--- config.mk ---
export PLATFORM = sky130hd
export DESIGN_NAME = apb3_cmd_initiator_flat
export DESIGN_NICKNAME = d
export VERILOG_FILES = /design/src/rtl/apb3_cmd_initiator_pkg.sv /design/src/rtl/apb3_cmd_initiator_if.sv /design/src/rtl/apb3_cmd_initiator_fifo.sv /design/src/rtl/apb3_cmd_initiator.sv /design/src/flat_wrapper.sv
export SDC_FILE = /design/constraint.sdc
export NUM_CORES = 1
export LEC_CHECK = 0
export ABC_AREA = 0
export CORE_ASPECT_RATIO = 1.5
export CORE_MARGIN = 2
export CORE_UTILIZATION = 61
export CTS_CLUSTER_SIZE = 16
export DETAILED_ROUTE_END_ITERATION = 10
export PLACE_DENSITY = 0.86
export SYNTH_ARGS = -nofsm -noshare
export SYNTH_HDL_FRONTEND = slang
export SYNTH_SLANG_ARGS = --single-unit
export TNS_END_PERCENT = 50
--- constraint.sdc ---
create_clock -name PCLK -period 40.6 [get_ports PCLK]
set_input_delay 10.15 -clock PCLK [delete_from_list [all_inputs] [get_ports PCLK]]
set_output_delay 10.15 -clock PCLK [all_outputs]
set_load 0.05 [all_outputs]
--- src/rtl/apb3_cmd_initiator_pkg.sv ---
// ---------------------------------------------------------------------------
// apb3_cmd_pkg
// Shared types and constants for the APB3 command initiator:
//   - state_e    : transfer FSM states (IDLE, SETUP, ACCESS)
//   - cmd_t      : one queued command {write, addr, wdata}, 65 bits packed
//   - APB_DATA_W / APB_ADDR_W : APB bus widths
//   - rsp_data_sel : response data selection (writes and aborts return zero)
// ---------------------------------------------------------------------------
package apb3_cmd_pkg;

  localparam int APB_DATA_W = 32;
  localparam int APB_ADDR_W = 32;

  typedef enum logic [1:0] {
    IDLE   = 2'd0,
    SETUP  = 2'd1,
    ACCESS = 2'd2
  } state_e;

  typedef struct packed {
    logic                  write;
    logic [APB_ADDR_W-1:0] addr;
    logic [APB_DATA_W-1:0] wdata;
  } cmd_t;

  // Read data is only meaningful for a read that completed on PREADY;
  // writes and timed-out transfers report zero.
  function automatic logic [APB_DATA_W-1:0] rsp_data_sel(
    input logic                  is_write,
    input logic                  aborted,
    input logic [APB_DATA_W-1:0] prdata
  );
    logic [APB_DATA_W-1:0] data;
    if (is_write || aborted) begin
      data = {APB_DATA_W{1'b0}};
    end else begin
      data = prdata;
    end
    return data;
  endfunction

endpackage

--- src/rtl/apb3_cmd_initiator_if.sv ---
// ---------------------------------------------------------------------------
// apb3_cmd_initiator_if
// Bundles the command request side, the response side and the APB3 bus of
// the command initiator.
//   master modport : initiator view (drives cmd_ready, rsp_*, busy, APB Pxxx)
//   slave  modport : environment view (requesters and APB responder)
// Signals:
//   cmd_valid/cmd_ready/cmd_write/cmd_addr/cmd_wdata : command request
//   rsp_valid/rsp_rdata/rsp_err                      : per-transfer response
//   busy                                             : work pending/in flight
//   PSEL/PENABLE/PWRITE/PADDR/PWDATA/PRDATA/PREADY/PSLVERR : APB3 bus
// ---------------------------------------------------------------------------
interface apb3_cmd_initiator_if;
  import apb3_cmd_pkg::*;

  logic                  cmd_valid;
  logic                  cmd_ready;
  logic                  cmd_write;
  logic [APB_ADDR_W-1:0] cmd_addr;
  logic [APB_DATA_W-1:0] cmd_wdata;

  logic                  rsp_valid;
  logic [APB_DATA_W-1:0] rsp_rdata;
  logic                  rsp_err;
  logic                  busy;

  logic                  PSEL;
  logic                  PENABLE;
  logic                  PWRITE;
  logic [APB_ADDR_W-1:0] PADDR;
  logic [APB_DATA_W-1:0] PWDATA;
  logic [APB_DATA_W-1:0] PRDATA;
  logic                  PREADY;
  logic                  PSLVERR;

  modport master (
    input  cmd_valid, cmd_write, cmd_addr, cmd_wdata,
    input  PRDATA, PREADY, PSLVERR,
    output cmd_ready, rsp_valid, rsp_rdata, rsp_err, busy,
    output PSEL, PENABLE, PWRITE, PADDR, PWDATA
  );

  modport slave (
    output cmd_valid, cmd_write, cmd_addr, cmd_wdata,
    output PRDATA, PREADY, PSLVERR,
    input  cmd_ready, rsp_valid, rsp_rdata, rsp_err, busy,
    input  PSEL, PENABLE, PWRITE, PADDR, PWDATA
  );

endinterface

--- src/rtl/apb3_cmd_initiator_fifo.sv ---
// ---------------------------------------------------------------------------
// apb3_cmd_fifo
// Synchronous command FIFO with a registered head output.
// Parameters: FIFO_DEPTH (power of 2, 2..16)
// Ports:
//   i_clk, i_rst   : clock, asynchronous active-high reset
//   i_push         : write i_push_data (ignored while full)
//   i_push_data    : command to enqueue
//   i_pop          : drop the head entry (ignored while empty)
//   o_full/o_empty : occupancy flags
//   o_head         : registered copy of the oldest entry
// ---------------------------------------------------------------------------
module apb3_cmd_fifo
  import apb3_cmd_pkg::*;
#(
  parameter int FIFO_DEPTH = 4
) (
  input  logic i_clk,
  input  logic i_rst,
  input  logic i_push,
  input  cmd_t i_push_data,
  input  logic i_pop,
  output logic o_full,
  output logic o_empty,
  output cmd_t o_head
);

  localparam int AW = (FIFO_DEPTH > 1) ? $clog2(FIFO_DEPTH) : 1;
  localparam int CW = AW + 1;
  localparam logic [CW-1:0] CNT_ZERO = CW'(0);
  localparam logic [CW-1:0] CNT_ONE  = CW'(1);
  localparam logic [CW-1:0] CNT_FULL = CW'(FIFO_DEPTH);

  cmd_t          r_mem [FIFO_DEPTH];
  logic [AW-1:0] r_wr_ptr;
  logic [AW-1:0] r_rd_ptr;
  logic [AW-1:0] w_rd_ptr_inc;
  logic [CW-1:0] r_count;
  cmd_t          r_head;
  cmd_t          w_head_next;
  logic          w_push;
  logic          w_pop;

  assign o_full       = (r_count == CNT_FULL);
  assign o_empty      = (r_count == CNT_ZERO);
  assign w_push       = i_push & ~o_full;
  assign w_pop        = i_pop & ~o_empty;
  // Depth is a power of two, so the pointer wraps naturally.
  assign w_rd_ptr_inc = r_rd_ptr + AW'(1);
  assign o_head       = r_head;

  // Next head: the entry behind the popped one, or the pushed command when it
  // lands in an empty (or emptying) FIFO.
  always_comb begin
    w_head_next = r_head;
    if (w_pop) begin
      if (r_count > CNT_ONE) begin
        w_head_next = r_mem[w_rd_ptr_inc];
      end else if (w_push) begin
        w_head_next = i_push_data;
      end else begin
        w_head_next = '0;
      end
    end else if (w_push && (r_count == CNT_ZERO)) begin
      w_head_next = i_push_data;
    end else begin
      w_head_next = r_head;
    end
  end

  // Storage, pointers, occupancy and head register.
  always_ff @(posedge i_clk or posedge i_rst) begin
    if (i_rst) begin
      for (int i = 0; i < FIFO_DEPTH; i++) begin
        r_mem[i] <= '0;
      end
      r_wr_ptr <= AW'(0);
      r_rd_ptr <= AW'(0);
      r_count  <= CNT_ZERO;
      r_head   <= '0;
    end else begin
      if (w_push) begin
        r_mem[r_wr_ptr] <= i_push_data;
        r_wr_ptr        <= r_wr_ptr + AW'(1);
      end else begin
        r_wr_ptr <= r_wr_ptr;
      end
      if (w_pop) begin
        r_rd_ptr <= w_rd_ptr_inc;
      end else begin
        r_rd_ptr <= r_rd_ptr;
      end
      case ({w_push, w_pop})
        2'b10:   r_count <= r_count + CNT_ONE;
        2'b01:   r_count <= r_count - CNT_ONE;
        default: r_count <= r_count;
      endcase
      r_head <= w_head_next;
    end
  end

endmodule

--- src/rtl/apb3_cmd_initiator.sv ---
// ---------------------------------------------------------------------------
// apb3_cmd_initiator
// APB3 initiator: queued command requests become APB3 SETUP/ACCESS transfers,
// and each completed transfer yields one response pulse in command order.
// Parameters:
//   FIFO_DEPTH     : command FIFO entries (power of 2, 2..16)
//   TIMEOUT_CYCLES : ACCESS cycles with PREADY=0 before abort (timeout build)
// Configuration macro:
//   APB_TIMEOUT_EN : when defined, a stalled ACCESS phase is aborted after
//                    TIMEOUT_CYCLES wait cycles and reported with rsp_err=1.
// Ports:
//   PCLK   : clock, rising edge
//   PRESET : asynchronous active-high reset
//   bus    : apb3_cmd_initiator_if.master (command, response, APB3 bus)
// ---------------------------------------------------------------------------
module apb3_cmd_initiator
  import apb3_cmd_pkg::*;
#(
  parameter int FIFO_DEPTH     = 4,
  parameter int TIMEOUT_CYCLES = 255
) (
  input  logic                        PCLK,
  input  logic                        PRESET,
  apb3_cmd_initiator_if.master        bus
);

  if ((FIFO_DEPTH < 2) || (FIFO_DEPTH > 16) ||
      ((FIFO_DEPTH & (FIFO_DEPTH - 1)) != 0) || (TIMEOUT_CYCLES < 1)) begin : g_param_check
    $error("apb3_cmd_initiator: illegal FIFO_DEPTH or TIMEOUT_CYCLES");
  end

  state_e                r_state;
  logic                  r_psel;
  logic                  r_penable;
  logic                  r_pwrite;
  logic [APB_ADDR_W-1:0] r_paddr;
  logic [APB_DATA_W-1:0] r_pwdata;
  logic                  r_rsp_valid;
  logic                  r_rsp_err;
  logic [APB_DATA_W-1:0] r_rsp_rdata;

  cmd_t                  w_push_data;
  cmd_t                  w_head;
  logic                  w_push;
  logic                  w_pop;
  logic                  w_full;
  logic                  w_empty;
  logic                  w_tmo;
  logic                  w_done;

  assign w_push_data = {bus.cmd_write, bus.cmd_addr, bus.cmd_wdata};
  assign w_push      = bus.cmd_valid & ~w_full;
  assign w_done      = bus.PREADY | w_tmo;

  // The head is consumed when a transfer is launched, either from IDLE or
  // straight out of a completing ACCESS phase (back-to-back).
  always_comb begin
    w_pop = 1'b0;
    if ((r_state == IDLE) && !w_empty) begin
      w_pop = 1'b1;
    end else if ((r_state == ACCESS) && w_done && !w_empty) begin
      w_pop = 1'b1;
    end else begin
      w_pop = 1'b0;
    end
  end

  apb3_cmd_fifo #(
    .FIFO_DEPTH (FIFO_DEPTH)
  ) u_fifo (
    .i_clk       (PCLK),
    .i_rst       (PRESET),
    .i_push      (w_push),
    .i_push_data (w_push_data),
    .i_pop       (w_pop),
    .o_full      (w_full),
    .o_empty     (w_empty),
    .o_head      (w_head)
  );

`ifdef APB_TIMEOUT_EN
  localparam int TMO_W = $clog2(TIMEOUT_CYCLES + 1);
  localparam logic [TMO_W-1:0] TMO_LAST = TMO_W'(TIMEOUT_CYCLES - 1);

  logic [TMO_W-1:0] r_tmo_cnt;

  // The abort fires in the last permitted wait cycle, so ACCESS lasts exactly
  // TIMEOUT_CYCLES cycles with PREADY low.
  assign w_tmo = (r_state == ACCESS) && !bus.PREADY && (r_tmo_cnt == TMO_LAST);

  // Count ACCESS wait cycles; cleared whenever the transfer is not waiting.
  always_ff @(posedge PCLK or posedge PRESET) begin
    if (PRESET) begin
      r_tmo_cnt <= TMO_W'(0);
    end else if ((r_state == ACCESS) && !bus.PREADY && !w_tmo) begin
      r_tmo_cnt <= r_tmo_cnt + TMO_W'(1);
    end else begin
      r_tmo_cnt <= TMO_W'(0);
    end
  end
`else
  assign w_tmo = 1'b0;
`endif

  // Transfer FSM with registered APB and response outputs.
  always_ff @(posedge PCLK or posedge PRESET) begin
    if (PRESET) begin
      r_state     <= IDLE;
      r_psel      <= 1'b0;
      r_penable   <= 1'b0;
      r_pwrite    <= 1'b0;
      r_paddr     <= {APB_ADDR_W{1'b0}};
      r_pwdata    <= {APB_DATA_W{1'b0}};
      r_rsp_valid <= 1'b0;
      r_rsp_err   <= 1'b0;
      r_rsp_rdata <= {APB_DATA_W{1'b0}};
    end else begin
      r_rsp_valid <= 1'b0;
      r_rsp_err   <= 1'b0;
      r_rsp_rdata <= {APB_DATA_W{1'b0}};
      case (r_state)
        IDLE: begin
          if (!w_empty) begin
            r_state   <= SETUP;
            r_psel    <= 1'b1;
            r_penable <= 1'b0;
            r_pwrite  <= w_head.write;
            r_paddr   <= w_head.addr;
            r_pwdata  <= w_head.wdata;
          end else begin
            r_state   <= IDLE;
            r_psel    <= 1'b0;
            r_penable <= 1'b0;
          end
        end
        SETUP: begin
          r_state   <= ACCESS;
          r_psel    <= 1'b1;
          r_penable <= 1'b1;
        end
        ACCESS: begin
          if (w_done) begin
            r_rsp_valid <= 1'b1;
            r_rsp_err   <= w_tmo | bus.PSLVERR;
            r_rsp_rdata <= rsp_data_sel(r_pwrite, w_tmo, bus.PRDATA);
            if (!w_empty) begin
              r_state   <= SETUP;
              r_psel    <= 1'b1;
              r_penable <= 1'b0;
              r_pwrite  <= w_head.write;
              r_paddr   <= w_head.addr;
              r_pwdata  <= w_head.wdata;
            end else begin
              r_state   <= IDLE;
              r_psel    <= 1'b0;
              r_penable <= 1'b0;
            end
          end else begin
            r_state   <= ACCESS;
            r_psel    <= 1'b1;
            r_penable <= 1'b1;
          end
        end
        default: begin
          r_state   <= IDLE;
          r_psel    <= 1'b0;
          r_penable <= 1'b0;
        end
      endcase
    end
  end

  assign bus.PSEL      = r_psel;
  assign bus.PENABLE   = r_penable;
  assign bus.PWRITE    = r_pwrite;
  assign bus.PADDR     = r_paddr;
  assign bus.PWDATA    = r_pwdata;
  assign bus.rsp_valid = r_rsp_valid;
  assign bus.rsp_err   = r_rsp_err;
  assign bus.rsp_rdata = r_rsp_rdata;
  assign bus.cmd_ready = ~w_full;
  assign bus.busy      = (r_state != IDLE) | ~w_empty;

endmodule

--- src/flat_wrapper.sv ---
// flat-port wrapper written by rule: the top's interface ports become plain ports
module apb3_cmd_initiator_flat import apb3_cmd_pkg::*;
#(
  parameter int FIFO_DEPTH     = 4,
  parameter int TIMEOUT_CYCLES = 255
)
  (PCLK, PRESET, bus_cmd_valid, bus_cmd_write, bus_cmd_addr, bus_cmd_wdata, bus_PRDATA, bus_PREADY, bus_PSLVERR, bus_cmd_ready, bus_rsp_valid, bus_rsp_rdata, bus_rsp_err, bus_busy, bus_PSEL, bus_PENABLE, bus_PWRITE, bus_PADDR, bus_PWDATA);
  apb3_cmd_initiator_if bus_i ();
  input  logic PCLK;
  input  logic PRESET;
  input wire logic [$bits(bus_i.cmd_valid)-1:0] bus_cmd_valid;
  input wire logic [$bits(bus_i.cmd_write)-1:0] bus_cmd_write;
  input wire logic [$bits(bus_i.cmd_addr)-1:0] bus_cmd_addr;
  input wire logic [$bits(bus_i.cmd_wdata)-1:0] bus_cmd_wdata;
  input wire logic [$bits(bus_i.PRDATA)-1:0] bus_PRDATA;
  input wire logic [$bits(bus_i.PREADY)-1:0] bus_PREADY;
  input wire logic [$bits(bus_i.PSLVERR)-1:0] bus_PSLVERR;
  output wire logic [$bits(bus_i.cmd_ready)-1:0] bus_cmd_ready;
  output wire logic [$bits(bus_i.rsp_valid)-1:0] bus_rsp_valid;
  output wire logic [$bits(bus_i.rsp_rdata)-1:0] bus_rsp_rdata;
  output wire logic [$bits(bus_i.rsp_err)-1:0] bus_rsp_err;
  output wire logic [$bits(bus_i.busy)-1:0] bus_busy;
  output wire logic [$bits(bus_i.PSEL)-1:0] bus_PSEL;
  output wire logic [$bits(bus_i.PENABLE)-1:0] bus_PENABLE;
  output wire logic [$bits(bus_i.PWRITE)-1:0] bus_PWRITE;
  output wire logic [$bits(bus_i.PADDR)-1:0] bus_PADDR;
  output wire logic [$bits(bus_i.PWDATA)-1:0] bus_PWDATA;
  assign bus_i.cmd_valid = bus_cmd_valid;
  assign bus_i.cmd_write = bus_cmd_write;
  assign bus_i.cmd_addr = bus_cmd_addr;
  assign bus_i.cmd_wdata = bus_cmd_wdata;
  assign bus_i.PRDATA = bus_PRDATA;
  assign bus_i.PREADY = bus_PREADY;
  assign bus_i.PSLVERR = bus_PSLVERR;
  assign bus_cmd_ready = bus_i.cmd_ready;
  assign bus_rsp_valid = bus_i.rsp_valid;
  assign bus_rsp_rdata = bus_i.rsp_rdata;
  assign bus_rsp_err = bus_i.rsp_err;
  assign bus_busy = bus_i.busy;
  assign bus_PSEL = bus_i.PSEL;
  assign bus_PENABLE = bus_i.PENABLE;
  assign bus_PWRITE = bus_i.PWRITE;
  assign bus_PADDR = bus_i.PADDR;
  assign bus_PWDATA = bus_i.PWDATA;
  apb3_cmd_initiator #(.FIFO_DEPTH(FIFO_DEPTH), .TIMEOUT_CYCLES(TIMEOUT_CYCLES)) u_core (.PCLK(PCLK), .PRESET(PRESET), .bus(bus_i));
endmodule
* Word level (Yosys, flattened, before mapping)
Cells that the tools add are included.
Widths: inputs -> output; s select.
** Storage, ports and cells
- Logic and storage cells :: 99
- Bits of input ports :: 102
- Output and inout port bits :: 103
- Register bits after elaboration :: 435
** Operators by class
- Magnitude comparators :: 4
- Equal/unequal tests :: 6
- Reduce and logical (&&, ||, !) cells :: 13
- Bitwise operators :: 8
- Multiplexer cells :: 37
- $add $sub $neg :: 4
** Operators with widths (count)
- $mux 65 :: 7
- $bwmux 260 :: 1
- $mux 32 :: 7
- $bmux 65 s2 :: 1
- $demux 65 s2 :: 1
- $pmux 32 s2 :: 2
- $mux 1 :: 12
- $reduce_bool 2->1 :: 4
- $ge 3x3->1 const B :: 2
- $not 2->3 :: 2
- $pmux 2 s3 :: 1
- $pmux 3 s2 :: 1
- $logic_and 1x1->1 :: 5
- $add 2x1->2 const B :: 2
- $eq 2x1->1 const B :: 2
- $eq 2x2->1 const B :: 2
- $pmux 1 s2 :: 2
- $add 3x1->3 const B :: 1
- $and 1x1->1 :: 3
- $eq 3x3->1 const B :: 1
- $gt 3x1->1 const B :: 1
- $logic_not 3->1 :: 1
- $lt 3x1->1 const B :: 1
- $pmux 1 s3 :: 1
- other kinds (8) :: 9

* Logic depth before layout (Yosys ltp)
Gate-level depths: netlist (run 1).
- Word-level depth :: 8
- Depth in mapped cells :: 10
- Depth with buffers taken out :: 9

* Hierarchy
Synthesis (run 1) repeated with hierarchy kept, for this count alone.
** Second synthesis, totals
- Cell total of the unflattened synthesis :: 1306
- Area total of the unflattened synthesis :: 20238.2 µm²
** Modules (own cells, without submodules)
- apb3_cmd_fifo :: instances 1, sequential area each 8308.0 µm², cells each 1067, area each 16228.1 µm²
- apb3_cmd_initiator :: instances 1, sequential area each 2577.5 µm², cells each 239, area each 4010.1 µm²

* Worst setup path after synthesis (run 1)
Ideal clock, no wire load.
- Kind :: flip-flop to output port
- Start :: reg u_core.u_fifo.r_count[0]
- End :: out bus_busy
- Data arrival time :: 1305 ps
- Required time :: 30450 ps
- Stages on the path, launching flop included :: 6
- Buffers on the path :: 1
- Path slack :: 29145 ps
- Path through :: dfrtp_1 inv_1 ha_1 nor2b_1 buf_2 nand2_1
** Between the ends
- Longest elaborated chain between the ends :: 3
** RTL lines
- start: declaration :: RTL line apb3_cmd_initiator_fifo.sv:38 : logic [CW-1:0] r_count;
- start signal: assignment :: RTL line apb3_cmd_initiator_fifo.sv:94 : 2'b10: r_count <= r_count + CNT_ONE;
- start signal: assignment :: RTL line apb3_cmd_initiator_fifo.sv:95 : 2'b01: r_count <= r_count - CNT_ONE;
- start signal: assignment :: RTL line apb3_cmd_initiator_fifo.sv:96 : default: r_count <= r_count;
- $logic_not 3->1 :: RTL line apb3_cmd_initiator_fifo.sv:45 : assign o_empty = (r_count == CNT_ZERO);
- $not 1->1 :: RTL line apb3_cmd_initiator.sv:182 : assign bus.busy = (r_state != IDLE) | ~w_empty;
- $or 1x1->1 :: RTL line apb3_cmd_initiator.sv:182
- end: declaration :: RTL line flat_wrapper.sv:22 : output wire logic [$bits(bus_i.busy)-1:0] bus_busy;
Every way passes these cells.

* Final worst setup path (run 1)
Same ends and word-level chain as after synthesis.

==> impl_metrics.env, run 1 <==
export IMPL_nFillCells=1871
export IMPL_use_met3=0.0459
export IMPL_first_pass_iters=5
export IMPL_fin_cells=1800
export IMPL_drv_slew=0
export IMPL_cpPeakStageDelay_ns=0.74
export IMPL_layout_min_cycle_time_ns=13.02
export IMPL_synth_area_um2=18300
export IMPL_die_area_um2=31400
export IMPL_initial_core_util=0.621
export IMPL_grt_ovfl_total=0
export IMPL_worstMarginPinSlew_ns=1.22
export IMPL_status="completed"
export IMPL_worstSetupPathType="flop to primary output"
export IMPL_required_ns=30.45
export IMPL_fp_dieH_um=216
export IMPL_hold_depth=1
export IMPL_route_vias_total=10756
export IMPL_core_area_um2=29500
export IMPL_antenna_found_initial=6
export IMPL_final_layout_size_suffix_gt1_frac=0.339
export IMPL_worst_path_max_delay_cell="clkdlybuf4s50_1"
export IMPL_port_buffers=204
export IMPL_drc=0
export IMPL_num_rows=77
export IMPL_grt_start_max_net_pins=117
export IMPL_drt_iter0_drc=611
export IMPL_final_common_cell="dfrtp_1"
export IMPL_seqCellArea_um2=10900
export IMPL_vdd_drop_max_mv=0.0831
export IMPL_min_path_type="flop to flop"
export IMPL_multi_input_comb_area_um2=6850
export IMPL_dpl_cell_count=1729
export IMPL_cts_buffers=39
export IMPL_finalSetupTns_ns=0
export IMPL_hpwlAfterDp_mm=22.6
export IMPL_track_usage=0.259
export IMPL_cts_max_path_buffers=3
export IMPL_cts_sinks=435
export IMPL_hold_viol_final=0
export IMPL_ys_ff_latch=435
export IMPL_ios=205
export IMPL_powerDensity_nw_per_um2=95.1
export IMPL_cp_start_kind="flop"
export IMPL_rsz0062_at_grt="no"
export IMPL_rr_worst_depth=7
export IMPL_ctsHoldBuffers=0
export IMPL_path_depth=5
export IMPL_grt_pass1_vias=11933
export IMPL_clk_latency_ns=0.53
export IMPL_gr_usage_met2=0.460
export IMPL_h_tree_depth=2
export IMPL_yosys_cell_types_count=30
export IMPL_syn_area_per_cell_um2=15.3
export IMPL_clk_pin_slew_worst_paths_ns=0.06
export IMPL_synth_seq_area_share=0.595
export IMPL_cts_repair_resized=0
export IMPL_cpLargestDelayFamily="simple AND/OR/NAND/NOR gates"
export IMPL_top_usage_layer="met2"
export IMPL_nNetsFinal=1490
export IMPL_skew_ns=0.0177
export IMPL_max_cap_violations=0
export IMPL_root_buffer="clkbuf_16"
export IMPL_endpoint_kind="primary output"
export IMPL_grt_pass1_wl_mm=64.3
export IMPL_fmax_mhz=76.8
export IMPL_power_total_mw=2.07
export IMPL_synthCells=1200
export IMPL_fin_crit_sh=0.321
export IMPL_avgRoutedWirePerCell_um=22.1
export IMPL_grtUsageMet1=0.321
export IMPL_gp_congestion=0.750
export IMPL_finalSetupViolations=0
export IMPL_tritoncts="done"
export IMPL_synth_warnings=0
export IMPL_wirelength_mm=39.7
export IMPL_worst_path_buf_inv=2
export IMPL_final_cell_mix="dfrtp_1, mux2_2, clkdlybuf4s50_1"
export IMPL_relSlewSlack=0.184
export IMPL_postCtsSetupBuffers=0
export IMPL_placed_cell_area_um2=20400
export IMPL_cp_data_arrival_time_ns=2.87
export IMPL_final_area_um2=21700
export IMPL_syn_nets=1315
export IMPL_detail_route_antenna_nets=0
export IMPL_routed_via_density=5.98
export IMPL_area_growth_pct=18.6
export IMPL_cp_cell_sequence="inv_1 -> ha_1 -> nor2b_1 -> nand2_1 -> clkdlybuf4s50_1"
export IMPL_worstPathMaxFanout=7
export IMPL_die_x_um=145
export IMPL_p_leak_nw=9.18
export IMPL_utilization=0.736
## area by class of cell
class,count,area share
inverter,12,0.00242
timing repair buffer,217,0.0986
tap,395,0.0228
clock buffer,61,0.0557
sequential,435,0.502
antenna,4,0.000461
multi-input combinational,670,0.315
clock inverter,6,0.00294
## flip-flops by register name (all words and copies together), names as in the netlist, 2 cells and up
signal and count:
u_core.r_state 2, u_core.u_fifo.r_count 3, u_core.u_fifo.r_wr_ptr 2, u_core.u_fifo.o_head 65, u_core.bus.PWDATA 32, u_core.u_fifo.r_mem 260, u_core.u_fifo.r_rd_ptr 2, u_core.bus.PADDR 32
u_core.bus.rsp_rdata 32
## path summary, 6_finish.rpt
kind,from,to,slack (ns)
worst max-delay path,u_core.u_fifo.r_count[0],bus_busy,27.58
worst min-delay path,u_core.u_fifo.r_mem[42],u_core.u_fifo.r_mem[42],0.50
worst max register to register,u_core.u_fifo.r_count[0],u_core.u_fifo.o_head[28],37.25
worst min register to register,u_core.u_fifo.r_mem[42],u_core.u_fifo.r_mem[42],0.50
max in group asynchronous,PRESET,u_core.u_fifo.r_rd_ptr[1],27.82
min in group asynchronous,PRESET,u_core.bus.PWDATA[7],10.17
## cell usage after synthesis, drive strengths merged
cell type  instances  area (µm²)
dfrtp            435       10900
mux2             325        3660
nor2              70         263
a21oi             68         344
buf               68         536
a22oi             65         488
mux4              65        1460
and2              33         206
clkbuf            15        57.6
ha                13         163
inv               12        45.0
nand2             10        37.5
xnor2              5        43.8
nor2b              3        18.8
o21ai              3        15.0
a211oi             1        12.5
a311o              1        10.0
and3               1        6.26
mux2i              1        10.0
nand2b             1        6.26
nand3b             1        7.51
nor3               1        5.00
o21bai             1        7.51
o32ai              1        8.76
xor2               1        8.76
## stage by stage
step	worst slack, ns	hold WS, ns
after floorplan	18.33	0.474
after global routing	27.27	0.514
final	27.58	0.497
after CTS	27.59	0.502
after detailed placement	27.10	0.487
after global placement	27.15	0.481
## metal layers
metal | share of wire | wire (µm)
met1 | 0.39 | 15500
met2 | 0.53 | 21000
met3 | 0.052 | 2070
met4 | 0.027 | 1090
met5 | 0.00070 | 28
## logic make-up after synthesis
family          count (synthesis)  synth area share
xor+xnor                        6           0.00287
buf+inv                        95            0.0349
flops                         435             0.595
simple gates                  120            0.0301
fa+ha+maj                      13           0.00888
compound gates                140            0.0484
mux                           391             0.280
## worst reg2reg max path, stage by stage, from the launching register on
cell and delay (ns):
dfrtp_1 0.43, inv_1 0.09, ha_1 0.24, nor2b_1 0.27
o21ai_4 1.00, buf_4 0.89, nor2_1 0.18, a21oi_1 0.18
## where the power goes
part / total [mW] / internal (mW) / leakage [nW] / switching, mW
logic: 0.922 / 0.444 / 3.37 / 0.478
registers: 0.777 / 0.651 / 5.18 / 0.126
clock network: 0.366 / 0.211 / 0.624 / 0.155
No activity file was read; power rests on OpenSTA's default activity.
==> run 2: changes to the inputs <==
CORE_UTILIZATION = 51   (was 61)
PLACE_DENSITY = 0.76   (was 0.86)
clock period = 10.7 ns   (was 40.6 ns; I/O delays follow)
==> impl_metrics.env, run 2 (same netlist as run 1, synthesis figures left out) <==
export IMPL_core_area_um2=35600
export IMPL_cts_repair_resized=0
export IMPL_avgRoutedWirePerCell_um=20.5
export IMPL_max_cap_violations=0
export IMPL_hpwlAfterDp_mm=22.3
export IMPL_final_common_cell="dfrtp_1"
export IMPL_worstSetupPathType="flop to primary output"
export IMPL_relSlewSlack=0.230
export IMPL_cts_max_path_buffers=3
export IMPL_clk_pin_slew_worst_paths_ns=0.06
export IMPL_registers_top_by_ff_count="u_core.u_fifo.r_mem"
export IMPL_postCtsSetupBuffers=0
export IMPL_dpl_cell_count=1811
export IMPL_worstMarginPinSlew_ns=1.15
export IMPL_area_growth_pct=19.4
export IMPL_num_rows=85
export IMPL_fmax_mhz=178
export IMPL_power_total_mw=7.82
export IMPL_h_tree_depth=2
export IMPL_cts_sinks=435
export IMPL_finalSetupTns_ns=0
export IMPL_drv_slew=0
export IMPL_final_area_um2=21900
export IMPL_finalSetupViolations=0
export IMPL_drt_iter0_drc=456
export IMPL_min_path_type="flop to flop"
export IMPL_port_buffers=204
export IMPL_hold_viol_final=0
export IMPL_fin_crit_sh=0.524
export IMPL_final_cell_mix="dfrtp_1, mux2_2, clkdlybuf4s50_1"
export IMPL_clk_latency_ns=0.54
export IMPL_layout_min_cycle_time_ns=5.61
export IMPL_p_leak_nw=9.20
export IMPL_antenna_found_initial=4
export IMPL_cp_start_kind="flop"
export IMPL_fp_dieH_um=236
export IMPL_wirelength_mm=38.6
export IMPL_utilization=0.614
export IMPL_powerDensity_nw_per_um2=358
export IMPL_ctsHoldBuffers=0
export IMPL_cp_data_arrival_time_ns=2.94
export IMPL_tritoncts="done"
export IMPL_cts_buffers=41
export IMPL_finalWorstSetupSlack_ns=5.09
export IMPL_drc=0
export IMPL_die_area_um2=37500
export IMPL_gp_congestion=0.736
export IMPL_dp_slack_ns=5.32
export IMPL_detail_route_antenna_nets=0
export IMPL_required_ns=8.03
export IMPL_rsz0062_at_grt="no"
export IMPL_nNetsFinal=1491
export IMPL_endpoint_kind="primary output"
export IMPL_largest_register_ff_count=260
export IMPL_status="completed"
export IMPL_worstPathMaxFanout=7
export IMPL_die_x_um=159
export IMPL_grt_pass1_wl_mm=63.2
export IMPL_vdd_drop_max_mv=0.217
export IMPL_first_pass_iters=4
export IMPL_initial_core_util=0.514
export IMPL_placed_cell_area_um2=20500
export IMPL_final_layout_size_suffix_gt1_frac=0.336
export IMPL_track_usage=0.211
export IMPL_route_vias_total=10639
export IMPL_holdWs_ns=0.499
export IMPL_ios=205
export IMPL_root_buffer="clkbuf_16"
export IMPL_skew_ns=0.00963
export IMPL_grt_ovfl_total=0
export IMPL_grt_pass1_vias=11674
export IMPL_grt_start_max_net_pins=187
export IMPL_routed_via_density=5.65
export IMPL_fin_cells=1884
==> run 2: final timing paths <==
check / from / end / slack [ns] / cells after the start
setup / recovery: u_core.u_fifo.r_count[0] / bus_busy / 5.09 / 5
hold / removal: u_core.u_fifo.r_mem[2] / u_core.u_fifo.r_mem[2] / 0.50 / 1
setup reg to reg: u_core.u_fifo.r_count[0] / u_core.u_fifo.o_head[29] / 7.57 / 6
hold reg to reg: u_core.u_fifo.r_mem[2] / u_core.u_fifo.r_mem[2] / 0.50 / 1
max in group asynchronous: PRESET / u_core.u_fifo.r_mem[108] / 6.36 / 4
min in group asynchronous: PRESET / u_core.bus.rsp_rdata[19] / 2.41 / 2
==> run 2: layout make-up <==
cell class / count / area (µm²)
flip-flops and latches: 435 / 10900
repair buffers: 216 / 2160
clock inverters: 4 / 48.8
clock buffers: 66 / 1260
inverters: 12 / 48.8
fillers: 2701 / 13800
diodes: 3 / 7.51
multi-input cells: 670 / 6850
well taps: 478 / 598
==> run 2: critical path, stage by stage, from the launching register on <==
cell and delay (ns):
dfrtp_1 0.43, inv_1 0.10, ha_1 0.21, nor2b_1 0.69, nand2_1 0.20, clkdlybuf4s50_1 0.76
==> run 2: power by group <==
| group | internal (mW) | total, mW | switching, mW |
|---|---|---|---|
| logic | 1.68 | 3.48 | 1.80 |
| registers | 2.47 | 2.91 | 0.444 |
| clock network | 0.829 | 1.43 | 0.599 |
| total | 4.98 | 7.82 | 2.84 |
==> run 2: per-layer routing <==
layer	track usage	share of wire	up-vias
met5	0	0.00034	-
met4	0.0651	0.024	2
met3	0.0375	0.044	59
met2	0.376	0.53	257
met1	0.262	0.41	5628
li1	-	-	4693
==> run 3: changes to the inputs <==
CORE_UTILIZATION = 56   (was 51)
PLACE_DENSITY = 0.79   (was 0.76)
clock period = 5.45 ns   (was 10.7 ns; I/O delays follow)
==> impl_metrics.env, run 3 (same netlist as run 1, synthesis figures left out) <==
export IMPL_top_usage_layer="met2"
export IMPL_h_tree_depth=2
export IMPL_drc=0
export IMPL_grtUsageMet1=0.297
export IMPL_status="completed"
export IMPL_rsz0062_at_grt="no"
export IMPL_endpoint_kind="primary output"
export IMPL_clk_pin_slew_worst_paths_ns=0.07
export IMPL_holdCritStartpoint="u_core.u_fifo.r_mem[17]"
export IMPL_detail_route_antenna_nets=0
export IMPL_routed_via_density=5.80
export IMPL_hold_viol_final=0
export IMPL_fp_dieH_um=225
export IMPL_ios=205
export IMPL_grt_pass1_vias=11506
export IMPL_cp_data_arrival_time_ns=2.79
export IMPL_avgRoutedWirePerCell_um=20.9
export IMPL_cpLargestDelayFamily="buffers and inverters"
export IMPL_cts_sinks=435
export IMPL_ctsHoldBuffers=0
export IMPL_worst_path_buf_inv=2
export IMPL_gr_usage_met2=0.402
export IMPL_hpwlAfterDp_mm=22.9
export IMPL_route_vias_total=10612
export IMPL_initial_core_util=0.565
export IMPL_area_growth_pct=19.9
export IMPL_power_total_mw=15.5
export IMPL_max_cap_violations=0
export IMPL_vdd_drop_max_mv=0.418
export IMPL_fin_cells=1831
export IMPL_drt_iter0_drc=572
export IMPL_clk_latency_ns=0.55
export IMPL_grt_start_max_net_pins=87
export IMPL_track_usage=0.233
export IMPL_wirelength_mm=38.3
export IMPL_first_pass_iters=4
export IMPL_layout_min_cycle_time_ns=4.15
export IMPL_cp_cell_sequence="inv_1 -> ha_1 -> nor2b_1 -> nand2_1 -> clkdlybuf4s50_1"
export IMPL_fin_crit_sh=0.762
export IMPL_skew_ns=0.0210
export IMPL_fmax_mhz=241
export IMPL_root_buffer="clkbuf_16"
export IMPL_postCtsSetupBuffers=0
export IMPL_cp_startpoint="u_core.u_fifo.r_count[0]"
export IMPL_r2r_slack_ns=2.41
export IMPL_final_cell_mix="dfrtp_1, mux2_2, clkdlybuf4s50_1"
export IMPL_tritoncts="done"
export IMPL_finalSetupViolations=0
export IMPL_required_ns=4.09
export IMPL_cts_max_path_buffers=3
export IMPL_gp_congestion=0.735
export IMPL_worstPathMaxFanout=7
export IMPL_port_buffers=204
export IMPL_grt_ovfl_total=0
export IMPL_relSlewSlack=0.254
export IMPL_worst_path_max_delay_cell="clkdlybuf4s50_1"
export IMPL_largest_register_ff_count=260
export IMPL_cp_start_kind="flop"
export IMPL_min_path_type="flop to flop"
export IMPL_final_layout_size_suffix_gt1_frac=0.347
export IMPL_use_met3=0.0415
export IMPL_num_rows=81
export IMPL_nFillCells=2258
export IMPL_drv_slew=0
export IMPL_worstMarginPinSlew_ns=1.12
export IMPL_registers_top_by_ff_count="u_core.u_fifo.r_mem"
export IMPL_grt_pass1_wl_mm=61.7
export IMPL_nNetsFinal=1497
export IMPL_cts_repair_resized=0
export IMPL_final_common_cell="dfrtp_1"
export IMPL_die_area_um2=34200
export IMPL_worstSetupPathType="flop to primary output"
export IMPL_powerDensity_nw_per_um2=706
export IMPL_dpl_cell_count=1755
export IMPL_r2r_start="u_core.u_fifo.r_count[0]"
export IMPL_antenna_found_initial=3
export IMPL_cts_buffers=40
export IMPL_cpPeakStageDelay_ns=0.73
export IMPL_core_area_um2=32400
export IMPL_die_x_um=152
export IMPL_p_leak_nw=9.29
-- run 3: cell count changes in the layout (fill, tap and decap cells not counted) --
| cell | before | now |
|---|---|---|
| clkinvlp_4 | 1 | 4 |
| inv_8 | 0 | 1 |
| clkbuf_8 | 10 | 11 |
| buf_4 | 10 | 13 |
| buf_12 | 2 | 6 |
| clkinv_2 | 2 | 7 |
| clkbuf_1 | 13 | 4 |
| bufinv_16 | 1 | 3 |
| clkbuf_16 | 43 | 41 |
| inv_6 | 1 | 3 |
-- run 3: per-layer routing --
metal  wire (µm)  part of all wire  vias up
met5          13           0.00034        -
met4        1130             0.030        2
met3        1950             0.051       73
met2       19900              0.52      263
met1       15300              0.40     5562
li1            -                 -     4712
-- run 3: worst paths after layout --
check                                           endpoint  depth (start not counted)
worst min register to register   u_core.u_fifo.r_mem[17]                          1
worst max-delay path                            bus_busy                          5
min in group asynchronous       u_core.bus.rsp_rdata[25]                          2
worst max register to register   u_core.u_fifo.o_head[3]                          7
worst min-delay path             u_core.u_fifo.r_mem[17]                          1
max in group asynchronous           u_core.bus.PADDR[10]                          3
-- run 3: worst reg2reg max path: stages, from the launching register on --
cell and delay (ns):
dfrtp_1 0.43, inv_1 0.10, ha_1 0.21, nor2b_1 0.67
a311o_2 0.75, buf_12 0.36, a22oi_1 0.21, a21oi_1 0.23
-- run 3: through the flow --
step           TNS, ns  hold WS, ns  area, µm²  setup slack (ns)   util
3_5_place_dp         0        0.487      20600              1.63  0.634
5_1_grt              0        0.510      21900              1.12  0.677
2_1_floorplan  -777.70        0.474      18300             -1.79      -
3_3_place_gp         0        0.481      20600              1.69  0.634
4_1_cts              0        0.503      21900              1.25  0.677
6_report             0        0.499      22000              1.30  0.677
-- run 3: where the power goes --
part | switching (mW) | internal (mW) | leakage [nW]
Clock | 1.22 | 1.68 | 0.679
Combinational | 3.43 | 3.36 | 3.42
Sequential | 0.973 | 4.84 | 5.18
-- run 3: final cells by class --
class | instances | area, µm² | area share
well taps | 415 | 519 | 0.0237
diodes | 3 | 7.51 | 0.000342
inverters | 12 | 48.8 | 0.00222
repair buffers | 223 | 2260 | 0.103
clock buffers | 56 | 1190 | 0.0543
clock inverters | 17 | 185 | 0.00844
flip-flops and latches | 435 | 10900 | 0.496
multi-input cells | 670 | 6850 | 0.312
